--- src/rtl/shift_pipe.sv ---
// shift_pipe: two-stage registered rotate / logical-shift unit with valid/ready on both sides.
// Define SHIFT_PIPE_ZERO_EN to add a registered out_zero flag (result == 0).
`ifndef DEFAULT_WIDTH
`define DEFAULT_WIDTH 8
`endif

module shift_pipe #(
    parameter int n = `DEFAULT_WIDTH
) (
    input  logic                 clk,
    input  logic                 reset,
    input  logic                 in_valid,
    output logic                 in_ready,
    input  logic [n-1:0]         in_a,
    input  logic [$clog2(n)-1:0] in_b,
    input  logic [1:0]           in_op,
    output logic                 out_valid,
    input  logic                 out_ready,
    output logic [n-1:0]         out_data
`ifdef SHIFT_PIPE_ZERO_EN
    ,
    output logic                 out_zero
`endif
);
    localparam int bw = $clog2(n);
    localparam logic [1:0] op_rol = 2'b00;
    localparam logic [1:0] op_ror = 2'b01;
    localparam logic [1:0] op_shl = 2'b10;

    logic           s1_valid;
    logic [n-1:0]   a;
    logic [bw-1:0]  b;
    logic [1:0]     op;
    logic           s1_advance;
    logic [2*n-1:0] rol_wide;
    logic [2*n-1:0] ror_wide;
    logic [n-1:0]   ones;
    logic [n-1:0]   result;

    // Handshake: a word moves across a port on every rising edge where valid && ready
    // are both high; valid never depends on ready, and once S2 holds a result it stays
    // until out_ready takes it. in_ready is high during reset; anything offered then is dropped.
    assign s1_advance = !out_valid || out_ready;
    assign in_ready   = reset || !s1_valid || s1_advance;

    always_ff @(posedge clk) begin
        if (reset) begin
            s1_valid <= 1'b0;
            a        <= '0;
            b        <= '0;
            op       <= '0;
        end else if (in_ready) begin
            s1_valid <= in_valid;
            if (in_valid) begin
                a  <= in_a;
                b  <= in_b;
                op <= in_op;
            end
        end
    end

    // Rotates come from a doubled operand; logical shifts mask the wrapped-in bits.
    always_comb begin
        rol_wide = {a, a} << b;
        ror_wide = {a, a} >> b;
        ones     = '1;
        result   = '0;
        case (op)
            op_rol:  result = rol_wide[2*n-1:n];
            op_ror:  result = ror_wide[n-1:0];
            op_shl:  result = rol_wide[2*n-1:n] & (ones << b);
            default: result = ror_wide[n-1:0] & (ones >> b);
        endcase
    end

    always_ff @(posedge clk) begin
        if (reset) begin
            out_valid <= 1'b0;
            out_data  <= '0;
        end else if (s1_advance) begin
            out_valid <= s1_valid;
            if (s1_valid) begin
                out_data <= result;
            end
        end
    end

`ifdef SHIFT_PIPE_ZERO_EN
    always_ff @(posedge clk) begin
        if (reset) begin
            out_zero <= 1'b1;
        end else if (s1_advance && s1_valid) begin
            out_zero <= (result == '0);
        end
    end
`else
    // Without the flag the output register carries no zero-detect state.
`endif

endmodule

--- config.mk ---
export PLATFORM = sky130hd
export DESIGN_NAME = shift_pipe
export DESIGN_NICKNAME = d
export VERILOG_FILES = /design/src/rtl/shift_pipe.sv
export SDC_FILE = /design/constraint.sdc
export NUM_CORES = 1
export LEC_CHECK = 0
export ABC_AREA = 1
export BUFFER_PORTS_ARGS = -buffer_cell sky130_fd_sc_hd__buf_2
export CAP_MARGIN = 20
export CORE_MARGIN = 4
export CORE_UTILIZATION = 55
export CTS_CLUSTER_DIAMETER = 40
export DETAILED_ROUTE_END_ITERATION = 10
export PLACE_DENSITY = 0.78
export SLEW_MARGIN = 10
export SYNTH_ARGS = -nofsm -noshare
export SYNTH_HDL_FRONTEND = slang
export SYNTH_SLANG_ARGS = --single-unit
--- constraint.sdc ---
create_clock -name clk -period 3.65 [get_ports clk]
set_clock_uncertainty 0.05 [all_clocks]
set_input_delay 0.5475 -clock clk [delete_from_list [all_inputs] [get_ports clk]]
set_output_delay 0.5475 -clock clk [all_outputs]
set_load 0.05 [all_outputs]
Word-level counts from Yosys, hierarchy flattened

Cells that the tools add are included.

Logic and storage cells: 23
Register bits after elaboration: 23
Output and inout port bits: 10
Input port bits: 17

Muxes and demuxes: 1
Bitwise logic cells: 2
Reductions and logical operators: 8
Equal/unequal tests: 2
Shifts and indexed selects: 4

Operators with widths:

| kind                                                                   | number |
|---|---|
| 8-bit case mux with 3 select lines                                     | 1 |
| 8-bit AND                                                              | 2 |
| 16-bit by 3-bit << shifter with 16-bit output                          | 1 |
| 16-bit by 3-bit >> shifter with 8-bit output                           | 1 |
| 8-bit by 3-bit << shifter with 8-bit output (first input constant)     | 1 |
| 8-bit by 3-bit >> shifter with 8-bit output (first input constant)     | 1 |
| 2-bit AND reduction                                                    | 2 |
| 1-bit logical OR                                                       | 3 |
| 2-bit by 1-bit equality test with 1-bit output (second input constant) | 1 |
| 2-bit equality test (second input constant)                            | 1 |
| 1-bit zero test                                                        | 2 |
| 2-bit zero test                                                        | 1 |

Logic depth before layout (Yosys ltp)

Gate-level depths: netlist (run 1).

Word-level depth: 4
Gate-level depth with buffers: 11
Depth with buffers taken out: 9

Worst setup path before layout (run 1)

OpenSTA, ideal clock, no wires.

Kind: register -> register
Start: reg out_valid
End: reg a[6]
Path buffers: 1
Library setup time: 116 ps
Clock period less this slack: 1855 ps
Required time: 3484 ps
Arrival: 1689 ps
Path slack: 1795 ps
Stages on the path, launching flop included: 9
Cell sequence: dfxtp_1 -> inv_1 -> nor2_2 -> nand3_2 -> nand2_1 -> clkbuf_2 -> inv_2 -> nor2_1 -> nor2_1

Word-level cells in the longest chain between the ends: 4

Ends and longest elaborated chain:

| item                          | line | RTL |
|---|---|---|
| from (decl)                   | 17   | `output logic out_valid,` |
| from (signal assigned)        | 81   | `out_valid <= s1_valid;` |
| 1-bit zero test               | 43   | `assign s1_advance = !out_valid \|\| out_ready;` |
| 1-bit logical OR              | 43   |  |
| 1-bit logical OR              | 44   | `assign in_ready = reset \|\| !s1_valid \|\| s1_advance;` |
| named net in_ready            | 13   | `output logic in_ready,` |
| 2-bit AND reduction (no line) | -    |  |
| to (signal assigned)          | 55   | `a <= in_a;` |
| to (decl)                     | 31   | `logic [n-1:0] a;` |

The timed path passes the listed nets, and every way through them passes these cells.
A chain may end at the register's enable or synchronous reset.

Final worst setup path (run 1)

Start: reg b[1]
End: reg out_data[3]

Word-level cells in the longest chain between the ends: 3
Elaborated cells on any way between the ends: 7
Classes of those cells: shift (4); mux (1); bitwise (2)

Ends and longest elaborated chain:

| item                                                                 | line   | RTL |
|---|---|---|
| from (decl)                                                          | 32     | `logic [bw-1:0] b;` |
| from (signal assigned)                                               | 56     | `b <= in_b;` |
| 16-bit by 3-bit >> shifter with 8-bit output (tied with other cells) | 65     | `ror_wide = {a, a} >> b;` |
| 8-bit AND (on tied branches)                                         | 72, 71 |  |
| 8-bit case mux with 3 select lines (*)                               | 68     | `case (op)` |
| to (signal assigned)                                                 | 83     | `out_data <= result;` |
| to (decl)                                                            | 19     | `output logic [n-1:0] out_data` |

Every way passes the cells marked *; elsewhere a longest branch is shown, timed or not.

==> results.md, run 1 <==
* Total setup buffers inserted after CTS at 0
* DR top layer: met4
* F_max at 0.536 GHz
* Worst r2r src: b[1]
* WL met3 at 197 um
* Cell taking the most area after synthesis: dfxtp_1
* Final net count at 296
* Die Width at 63.1 um
* Commonest non-fill, non-tap cell in the layout: nand2_1
* Post-CTS Resized at 0
* Floorplan row count at 19
* Internal power at 0.377 mW
* Critical Path Start: b[1]
* Max VDD drop at 0.254 mV
* GR Util All Layers at 19.4%
* Worst hold margin at 0.431 ns
* Flops & latches, synth at 23
* Syn-to-layout area delta at 4.34%
* Clock power share at 19.0%
* Root Buffer: clkbuf_4
* Pins Over Slew Limit at 0
* Number of antenna violations at the first check in global routing at 0
* Rel. slew slack at 53.3%
* Worst Setup Path Type: reg -> reg
* R2r setup slk at 1.78 ns
* Core Area at 2830 um^2
* Critical-path top delay cell: dfxtp_1
* Sequential element share of the synthesized area at 27.5%
* Critical path endpoint category: register
* CTS tree: yes
* Yosys cell types at 27
* Final hold vios at 0
* IO Port Bufs at 26
* CTS sink cnt at 23
* End point of the critical path: out_data[3]
* Detailed router's first-iteration violation count at 113
* Syn_nets at 281
* Post-DP HPWL at 2860 um
* DRT antenna net count at 0
* Synth area leaders: dfxtp_1, nand3_1, nand2_1
* Met1 wire length at 1860 um
* Status: finished clean
* Placed Area at 1720 um^2
* Yosys top cell area share at 27.5%
* CP peak stage delay at 0.79 ns
* Met2 Wirelength at 1710 um
* Synthesis Warnings at 0
* Power Dens Cells at 354 nW/um^2
* Minimum clock period at 1.87 ns
* Crit-path cells: inv_2, nand3_1, nand3_1, nand2_2, nand2_1, nand2_1, nor2_1, nor2_1
* CP required at 3.86 ns
* Max cap viols at 0
* Clock latency on the worst-skew pair at 0.31 ns
* Max Fanout on Critical Path at 20
* DRC violations left at 0
* Most frequent cells in the layout: nand2_1, nand3_1, nor2_1
* FF-to-FF End: out_data[3]
* Antenna Cells at 0
* GP Congestion at 0.879
* RSZ-0062 raised after global routing: false
* # IOs at 27
* Mapped Area at 1670 um^2
* Fin area at 1740 um^2
* Final Core Density at 61.7%
* Switch share at 38.8%
* First-pass GRT wire length at 6450 um
* 1st-pass router iterations at 6
* Fin crit share at 51.1%
* Worst-margin pin slew at 0.699 ns
* Worst Path Arrival at 2.08 ns
* Via density at 5.56
* Die area at 3990 um^2
* Gate power share at 32.8%
* Post-CTS Hold Buffers at 0
* Max H-tree Level at 1
* Static Leak at 0.867 nW
* Setup tns final at 0 ns
* Vias in the first global route at 1449
* Pin count of the biggest net entering global routing at 21
* R2r worst-path depth at 8
* Hold Path Class: in -> reg
* CTS clock-pin slew for the worst setup and hold paths at 0.13 ns
* DR WL/cell at 12.4 um
* Share of cells above drive strength 1 at 19.8%
* WL final at 3840 um
* Die height at 63.1 um
* P_sw at 0.240 mW
* Initial Utilization at 59.1%
* Worst Setup Start Kind: register
* Sequential fraction of design power at 48.3%
* DR vias at 1719
* CTS buffer count at 3
* Syn Area/Cell at 6.33 um^2
* Setup-failing EPs final at 0
* Bufs on Longest Clock Path at 2
* Total gr overflow at 0
* Post-Syn Instances at 264
-- cell usage after synthesis --
| cell type | count |
|---|---|
| nand2_1 | 61 |
| nand3_1 | 54 |
| nor2_1 | 37 |
| dfxtp_1 | 23 |
| o21ai_0 | 15 |
| a21oi_1 | 13 |
| inv_1 | 12 |
| nand3_2 | 7 |
| buf_4 | 6 |
| buf_2 | 4 |
| inv_2 | 4 |
| nand2_2 | 4 |
| nand2_4 | 4 |
| nand4_1 | 3 |
| a31oi_1 | 2 |
| buf_6 | 2 |
| nor2_2 | 2 |
| o21ai_1 | 2 |
| a21oi_2 | 1 |
| buf_12 | 1 |
| clkbuf_1 | 1 |
| clkbuf_2 | 1 |
| clkbuf_4 | 1 |
| inv_8 | 1 |
| nand2_8 | 1 |
| nor3_1 | 1 |
| nor3_2 | 1 |
-- state kept, by name, summed over array words and instances, names as in the netlist --
signal,flops
a,8
out_data,8
b,3
op,2
out_valid,1
s1_valid,1
-- routing by layer --
metal  GRT usage [%]  vias up
met5               0        -
met1            27.5      756
met3            1.60        8
met2            31.2       56
li1                -      899
met4            6.06        0
-- power groups by stage --
| stage | Combinational, mW | Sequential, mW | Clock, mW |
|---|---|---|---|
| finish | 0.202 | 0.298 | 0.117 |
| global route | 0.227 | 0.301 | 0.135 |
| CTS | 0.202 | 0.297 | 0.120 |
| detailed placement | 0.201 | 0.303 | 0 |
| global placement | 0.198 | 0.302 | 0 |
| floorplan | 0.159 | 0.312 | 0 |
-- worst min-delay path by stage --
stage	start	to	slack, ns	depth (start not counted)
2_1_floorplan	a[7]	a[7]	0.43	2
3_3_place_gp	a[7]	a[7]	0.45	2
3_5_place_dp	s1_valid	out_valid	0.45	2
4_1_cts	in_a[4]	a[4]	0.43	3
5_1_grt	in_a[0]	a[0]	0.43	3
6_report	in_a[4]	a[4]	0.43	3
-- area by class of cell --
type / count / area, um^2
Fill cell: 299 / 1080
Multi-Input combinational cell: 208 / 1020
Sequential cell: 23 / 460
Timing Repair Buffer: 26 / 130
Inverter: 17 / 71.3
Tap cell: 31 / 38.8
Clock buffer: 3 / 22.5
Clock inverter: 1 / 5.00
-- worst max-delay path, delay by kind of cell, from the launching register on --
kind | cells | cell delay, ns
simple gates | 7 | 0.67
buf+inv | 1 | 0.30
flops | 1 | 0.79
-- per-stage QoR --
stage          power, mW  std cells  setup WS (ns)
5_1_grt            0.663        309           1.60
6_report           0.617        309           1.78
3_3_place_gp       0.500        305           1.73
2_1_floorplan      0.472        264           1.79
4_1_cts            0.618        309           1.80
3_5_place_dp       0.504        305           1.68
-- cells by family (layout without fill, tap and decap cells) --
kind of cell | after synthesis | in the layout | synth area share (%)
and+or+nand+nor | 175 | 175 | 50.5
AOI/OAI and AO/OA | 33 | 33 | 10.3
buffers and inverters | 33 | 47 | 11.7
DFF | 23 | 23 | 27.5
No activity file was read; power rests on OpenSTA's default activity.
==> run 2: changes to the inputs <==
--- a/config.mk
+++ b/config.mk
@@ -5,7 +5,7 @@
 export SDC_FILE = /design/constraint.sdc
 export NUM_CORES = 1
 export LEC_CHECK = 0
-export ABC_AREA = 1
+export ABC_AREA = 0
 export BUFFER_PORTS_ARGS = -buffer_cell sky130_fd_sc_hd__buf_2
 export CAP_MARGIN = 20
 export CORE_MARGIN = 4
==> constraint.sdc (replaced) <==
create_clock -name clk -period 1.8 [get_ports clk]
set_clock_uncertainty 0.05 [all_clocks]
set_input_delay 0.27 -clock clk [delete_from_list [all_inputs] [get_ports clk]]
set_output_delay 0.27 -clock clk [all_outputs]
set_load 0.05 [all_outputs]
==> run 2 against run 1 <==
Effect of this change: synthesized cell count shrank 33%; count of clock-buffer cells in the layout is the same; first-iteration DRC count shrank 30%; wire length shrank 4.9%; maximum frequency grew 5.2%; utilization grew 4.1 points; sequential power grew 93%; worst setup slack lost 1.8 ns; sequential cell count is the same; highest routed layer unchanged.
==> results.md, run 2 <==
* GP Congestion at 0.895 (+1.8%)
* Synth area leaders: dfxtp_1, mux4_1, mux4_2
* RSZ-0062 raised after global routing: true
* Total setup buffers inserted after CTS at 0 (unchanged)
* F_max at 0.564 GHz (+5.2%)
* Synth Area in Compound Gates at 17.0% (+6.7 points)
* Via density at 6.34 (+14%)
* Most frequent cell after synthesis: dfxtp_1
* Hold Startpoint: in_a[7]
* # IOs at 27 (unchanged)
* Most instantiated cells after synthesis: dfxtp_1, nand2_1, nand3_1, a21oi_1, clkbuf_1
* GR Util All Layers at 19.8% (+0.39 points)
* Worst Path Arrival at 1.97 ns (-0.11 ns)
* Final hold vios at 0 (unchanged)
* Critical Path Start: b[1]
* Root Buffer: clkbuf_4
* Sequential element share of the synthesized area at 28.3% (+0.72 points)
* Adder-cell area share of the yosys netlist at 0% (unchanged)
* Final Power at 1.13 mW (+84%)
* Syn Area/Cell at 9.15 um^2 (+45%)
* Static Leak at 0.746 nW (-14%)
* FF-to-FF End: out_data[6]
* EDFF count, synth at 0 (unchanged)
* FILL cells at 232 (-22%)
* Pin count of the biggest net entering global routing at 21 (unchanged)
* Yosys cell types at 41 (+52%)
* DRC violations left at 0 (unchanged)
* Bufs on Longest Clock Path at 2 (unchanged)
* Initial Utilization at 58.1% (-1.0 points)
* Hold Path Class: in -> reg
* Max Fanout on Critical Path at 8 (-60%)
* Post-CTS Hold Buffers at 0 (unchanged)
* Share of cells above drive strength 1 at 27.2% (+7.4 points)
* DRT antenna net count at 0 (unchanged)
* WL final at 3650 um (-4.9%)
* Commonest non-fill, non-tap cell in the layout: buf_2
* Share of synthesized registers carrying an async set or reset at 0% (unchanged)
* Worst r2r src: b[1]
* Flops & latches, synth at 23 (unchanged)
* Fin crit share at 98.5% (+47 points)
* Max H-tree Level at 1 (unchanged)
* IO Port Bufs at 26 (unchanged)
* Floorplan row count at 19 (unchanged)
* Pre-CTS setup slack at -0.0191 ns (-1.70 ns)
* Post-Synth XOR/XNOR Area at 0% (unchanged)
* Worst-margin pin slew at 0.526 ns (-0.173 ns)
* R2r worst-path depth at 5 (-3)
* Clock latency on the worst-skew pair at 0.33 ns (+0.02 ns)
* Die area at 3900 um^2 (-2.2%)
* Post-synthesis simple-gate area fraction at 21.5% (-29 points)
* Worst Setup Path Type: reg -> reg
* CP required at 1.99 ns (-1.87 ns)
* R2r setup slk at 0.03 ns (-1.76 ns)
* Cell taking the most area after synthesis: dfxtp_1
* Top flop regs: a: 8 flops, out_data: 8 flops, b: 3 flops
* Rel. slew slack at 64.9% (+12 points)
* Post-DP HPWL at 2810 um (-1.7%)
* Worst Setup Start Kind: register
* Post-Syn Instances at 178 (-33%)
* Number of antenna violations at the first check in global routing at 0 (unchanged)
* Syn-to-layout area delta at 13.2%
* Core Area at 2810 um^2 (-0.84%)
* Final net count at 220 (-26%)
* End point of the critical path: out_data[6]
* Max VDD drop at 0.416 mV (+64%)
* Critical path endpoint category: register
* Die height at 62.4 um (-1.1%)
* CTS sink cnt at 23 (unchanged)
* Vias in the first global route at 1388 (-4.2%)
* CTS clock-pin slew for the worst setup and hold paths at 0.15 ns (+0.02 ns)
* Combinational family with the most area after synthesis: multiplexers
* Synthesis Warnings at 0 (unchanged)
* First-pass GRT wire length at 6390 um (-0.96%)
* Detailed router's first-iteration violation count at 79 (-30%)
* Syn_nets at 195 (-31%)
* Die Width at 62.4 um (-1.1%)
* Antenna Cells at 0 (unchanged)
* Most frequent cells in the layout: buf_2, nand2_1, nand3_1, dfxtp_1, a21oi_1
* CTS tree: yes
* Ys flop type: dfxtp_1
* Placed cells at 229 (-25%)
* Yosys top cell area share at 28.3% (+0.72 points)
* Total gr overflow at 0 (unchanged)
* CTS buffer count at 3 (unchanged)
* DR WL/cell at 15.7 um (+26%)
* Minimum clock period at 1.77 ns (-0.0930 ns)
* Status: finished clean
* Pins Over Slew Limit at 0 (unchanged)
* Mapped Area at 1630 um^2 (-2.5%)
* Setup-failing EPs final at 0 (unchanged)
* DR vias at 1478 (-14%)
* Setup tns final at 0 ns (unchanged)
* Worst setup margin at 0.0269 ns (-1.76 ns)
* Power Dens Cells at 615 nW/um^2 (+74%)
* Max cap viols at 0 (unchanged)
* Non-filler cells, final at 233 (-25%)
* 1st-pass router iterations at 4 (-2)
* Mux cell area share after synthesis at 25.8% (+26 points)
==> run 2: changes by cell type after synthesis, moves of 5 or more <==
cell	previous run	this run
mux4_2	0	8
clkbuf_1	1	11
inv_1	12	4
o21ai_0	15	2
mux4_1	0	8
a21oi_1	13	18
nand2_1	61	22
nor2_1	37	7
nand3_1	54	21
nand3_2	7	0
nor2b_1	0	7
==> run 2: worst min path at each step <==
stage,endpoint,slack [ns],depth (start not counted)
2_1_floorplan,op[1],0.37,2
3_3_place_gp,out_data[7],0.38,2
3_5_place_dp,out_data[7],0.39,2
4_1_cts,a[7],0.12,3
5_1_grt,b[2],0.12,3
6_report,a[7],0.12,3
==> run 2: critical path, cell delays in order (launching register included) <==
cell and delay (ns):
dfxtp_4 0.38, buf_6 0.14, inv_4 0.05, mux4_2 0.50, or3_1 0.33, a32o_1 0.25
==> run 2: metal layers <==
| layer | vias up | share of wire [%] | track usage, % |
|---|---|---|---|
| li1 | 724 | - | - |
| met3 | 5 | 4.5 | 2.52 |
| met2 | 39 | 52 | 35.4 |
| met5 | - | 0 | 0 |
| met1 | 710 | 42 | 24.5 |
| met4 | 0 | 1.4 | 6.89 |
==> run 2: area by class of cell <==
type	count	area (um^2)	area share [%]
multi-input cells	132	1050	56.9
repair buffers	38	240	13.0
inverters	5	21.3	1.15
clock buffers	3	22.5	1.22
clock inverters	1	7.51	0.407
flip-flops and latches	23	465	25.2
well taps	31	38.8	2.10
==> run 2: cell families (layout without fill, tap and decap cells) <==
kind of cell    count (synthesis)  after routing
buf+inv                        23             47
compound gates                 42             42
simple gates                   71             71
flops                          23             23
mux                            19             19
==> run 2: repair_timing <==
| action | in CTS | in global routing |
|---|---|---|
| gates resized for setup | 3 | 4 |
| cloned | 0 | 0 |
| setup endpoints to repair | 3 | 4 |
==> run 2: metrics by stage <==
stage | hold slack [ns] | util, % | instance area, um^2
3_3_place_gp | 0.382 | 64.2 | 1800
6_report | 0.120 | 65.7 | 1840
3_5_place_dp | 0.388 | 64.2 | 1800
5_1_grt | 0.116 | 65.7 | 1840
2_1_floorplan | 0.367 | - | 1630
4_1_cts | 0.119 | 65.3 | 1830
==> run 2: report_power, final <==
group	switching, mW	internal [mW]	total [mW]
Sequential	0.0382	0.537	0.575
Clock	0.173	0.0850	0.258
Combinational	0.161	0.139	0.300
==> run 3: changes to the inputs <==
==> constraint.sdc (replaced) <==
create_clock -name clk -period 1.8 [get_ports clk]
set_clock_uncertainty 0.05 [all_clocks]
set_input_delay 0.27 -clock clk [delete_from_list [all_inputs] [get_ports clk]]
set_output_delay 0.27 -clock clk [all_outputs]
set_load 0.005 [all_outputs]
==> run 3 against run 2 <==
Effect of this change: largest cell class unchanged; cell count is the same; clock power fell by 5%; sequential cell count did not move; via count up 0.20%; first-iteration DRC count rose by 25%; critical path type unchanged.
==> results.md, run 3 (synthesis results as in run 2) <==
* Family with the most delay on the worst path: multiplexers
* Placed cells at 229 (unchanged)
* Post-DP HPWL at 2810 um (+0.21%)
* Worst Setup Path Type: reg -> reg
* DR vias at 1481 (+0.20%)
* Antenna Cells at 0 (unchanged)
* Minimum clock period at 1.77 ns (-0.00653 ns)
* Final hold vios at 0 (unchanged)
* Top flop regs: a: 8 flops, out_data: 8 flops, b: 3 flops
* Worst-margin pin slew at 0.541 ns (+0.0154 ns)
* Power Dens Cells at 589 nW/um^2 (-4.2%)
* First-pass GRT wire length at 6240 um (-2.4%)
* Floorplan row count at 19 (unchanged)
* Via density at 6.36 (+0.20%)
* DR WL/cell at 15.5 um (-1.5%)
* Commonest non-fill, non-tap cell in the layout: buf_2
* Max H-tree Level at 1 (unchanged)
* Die Width at 62.4 um (unchanged)
* Max cap viols at 0 (unchanged)
* Syn-to-layout area delta at 13.0%
* IO Port Bufs at 26 (unchanged)
* Number of antenna violations at the first check in global routing at 0 (unchanged)
* WL final at 3600 um (-1.5%)
* Pin count of the biggest net entering global routing at 18 (-14%)
* CTS sink cnt at 23 (unchanged)
* Crit-path cells: buf_6, inv_4, mux4_2, or3_1, a32o_1
* Post-CTS Hold Buffers at 0 (unchanged)
* FF-to-FF End: out_data[6]
* Hold Path End: a[7]
* Hold Startpoint: in_a[7]
* Most frequent cells in the layout: buf_2, nand2_1, nand3_1
* Critical-path top delay cell: mux4_2
* R2r setup slk at 0.03 ns (about the same)
* F_max at 0.566 GHz (+0.37%)
* CP peak stage delay at 0.50 ns (about the same)
* GP Congestion at 0.886 (-0.99%)
* Share of cells above drive strength 1 at 28.7% (+1.5 points)
* Worst Setup Start Kind: register
* CTS clock-pin slew for the worst setup and hold paths at 0.13 ns (-0.02 ns)
* Vias in the first global route at 1373 (-1.1%)
* R2r worst-path depth at 5 (unchanged)
* Hold Path Class: in -> reg
* Total setup buffers inserted after CTS at 0 (unchanged)
* Initial Utilization at 58.1% (unchanged)
* Core Area at 2810 um^2 (unchanged)
* Fin crit share at 98.1% (-0.36 points)
* Die area at 3900 um^2 (unchanged)
* Final Power at 1.08 mW (-4.4%)
* 1st-pass router iterations at 4 (unchanged)
* Root Buffer: clkbuf_4
* Cells on Worst Hold Path at 3 (unchanged)
* CTS buffer count at 3 (unchanged)
* Levels on crit path at 5 (unchanged)
* Final net count at 220 (unchanged)
* Die height at 62.4 um (unchanged)
* Detailed router's first-iteration violation count at 99 (+25%)
* Static Leak at 0.742 nW (-0.43%)
* Worst r2r src: b[1]
* GR Util All Layers at 19.4% (-0.48 points)
* Clock latency on the worst-skew pair at 0.32 ns (about the same)
* Setup tns final at 0 ns (unchanged)
* Critical path endpoint category: register
* Setup-failing EPs final at 0 (unchanged)
* Bufs on Longest Clock Path at 2 (unchanged)
* RSZ-0062 raised after global routing: true
* Pins Over Slew Limit at 0 (unchanged)
* DRC violations left at 0 (unchanged)
* # IOs at 27 (unchanged)
* CP Buf/Inv Count at 2 (unchanged)
* CP required at 1.98 ns (about the same)
* DRT antenna net count at 0 (unchanged)
* Max VDD drop at 0.472 mV (+14%)
* Status: finished clean
* Non-filler cells, final at 233 (unchanged)
* Total gr overflow at 0 (unchanged)
* Rel. slew slack at 63.9% (-1.0 points)
* Worst Path Arrival at 1.95 ns (-0.02 ns)
* Max Fanout on Critical Path at 8 (unchanged)
* Critical Path Start: b[1]
* CTS tree: yes
[run 3: changes by cell type in the layout (fill, tap and decap cells not counted)]
cell	previous run	this run
nand4bb_2	1	0
clkinvlp_4	1	0
a22oi_2	0	1
mux4_1	7	6
mux4_2	9	10
dfxtp_1	21	19
nand4bb_1	0	1
dfxtp_2	1	3
a22oi_1	2	1
clkinv_2	0	1
[run 3: worst max-delay path by stage]
stage                  end  slack, ns
6_report       out_data[6]       0.03
5_1_grt        out_data[4]      -0.02
4_1_cts        out_data[6]       0.01
3_5_place_dp   out_data[4]      -0.03
3_3_place_gp   out_data[6]       0.04
2_1_floorplan  out_data[4]        0.1
[run 3: routing by layer]
metal	routed length (um)	global-route usage, %
met5	0	0
met4	34	4.68
met3	166	3.96
met2	1830	33.4
met1	1570	24.8
[run 3: metrics by stage]
step	worst slack [ns]	hold WS [ns]	instance area, um^2	utilization [%]
3_3_place_gp	0.0415	0.381	1800	64.2
6_report	0.0335	0.130	1840	65.6
2_1_floorplan	0.0998	0.367	1630	-
4_1_cts	0.0119	0.127	1830	65.2
5_1_grt	-0.0171	0.130	1840	65.6
3_5_place_dp	-0.0345	0.388	1800	64.2
[run 3: cell type report]
type,count,area (um^2)
clock inverters,1,5.00
well taps,31,38.8
fillers,241,965
repair buffers,38,240
multi-input cells,132,1040
flip-flops and latches,23,468
clock buffers,3,22.5
inverters,5,21.3
[run 3: power breakdown]
group          total, mW  leakage, nW  switching [mW]  internal (mW)
clock network      0.245       0.0177           0.162         0.0833
logic              0.262        0.534           0.124          0.139
registers          0.576        0.191          0.0384          0.538
[run 3: repair_timing]
action                                  CTS  global route
hold endpoints to repair                  0             0
gates cloned                              0             0
gates resized for setup                   3             7
endpoints found under the setup margin    2             2
[run 3: worst min-delay path, stage by stage]
cell and delay, ns:
buf_2 0.09, nand3_1 0.05, a21oi_1 0.05
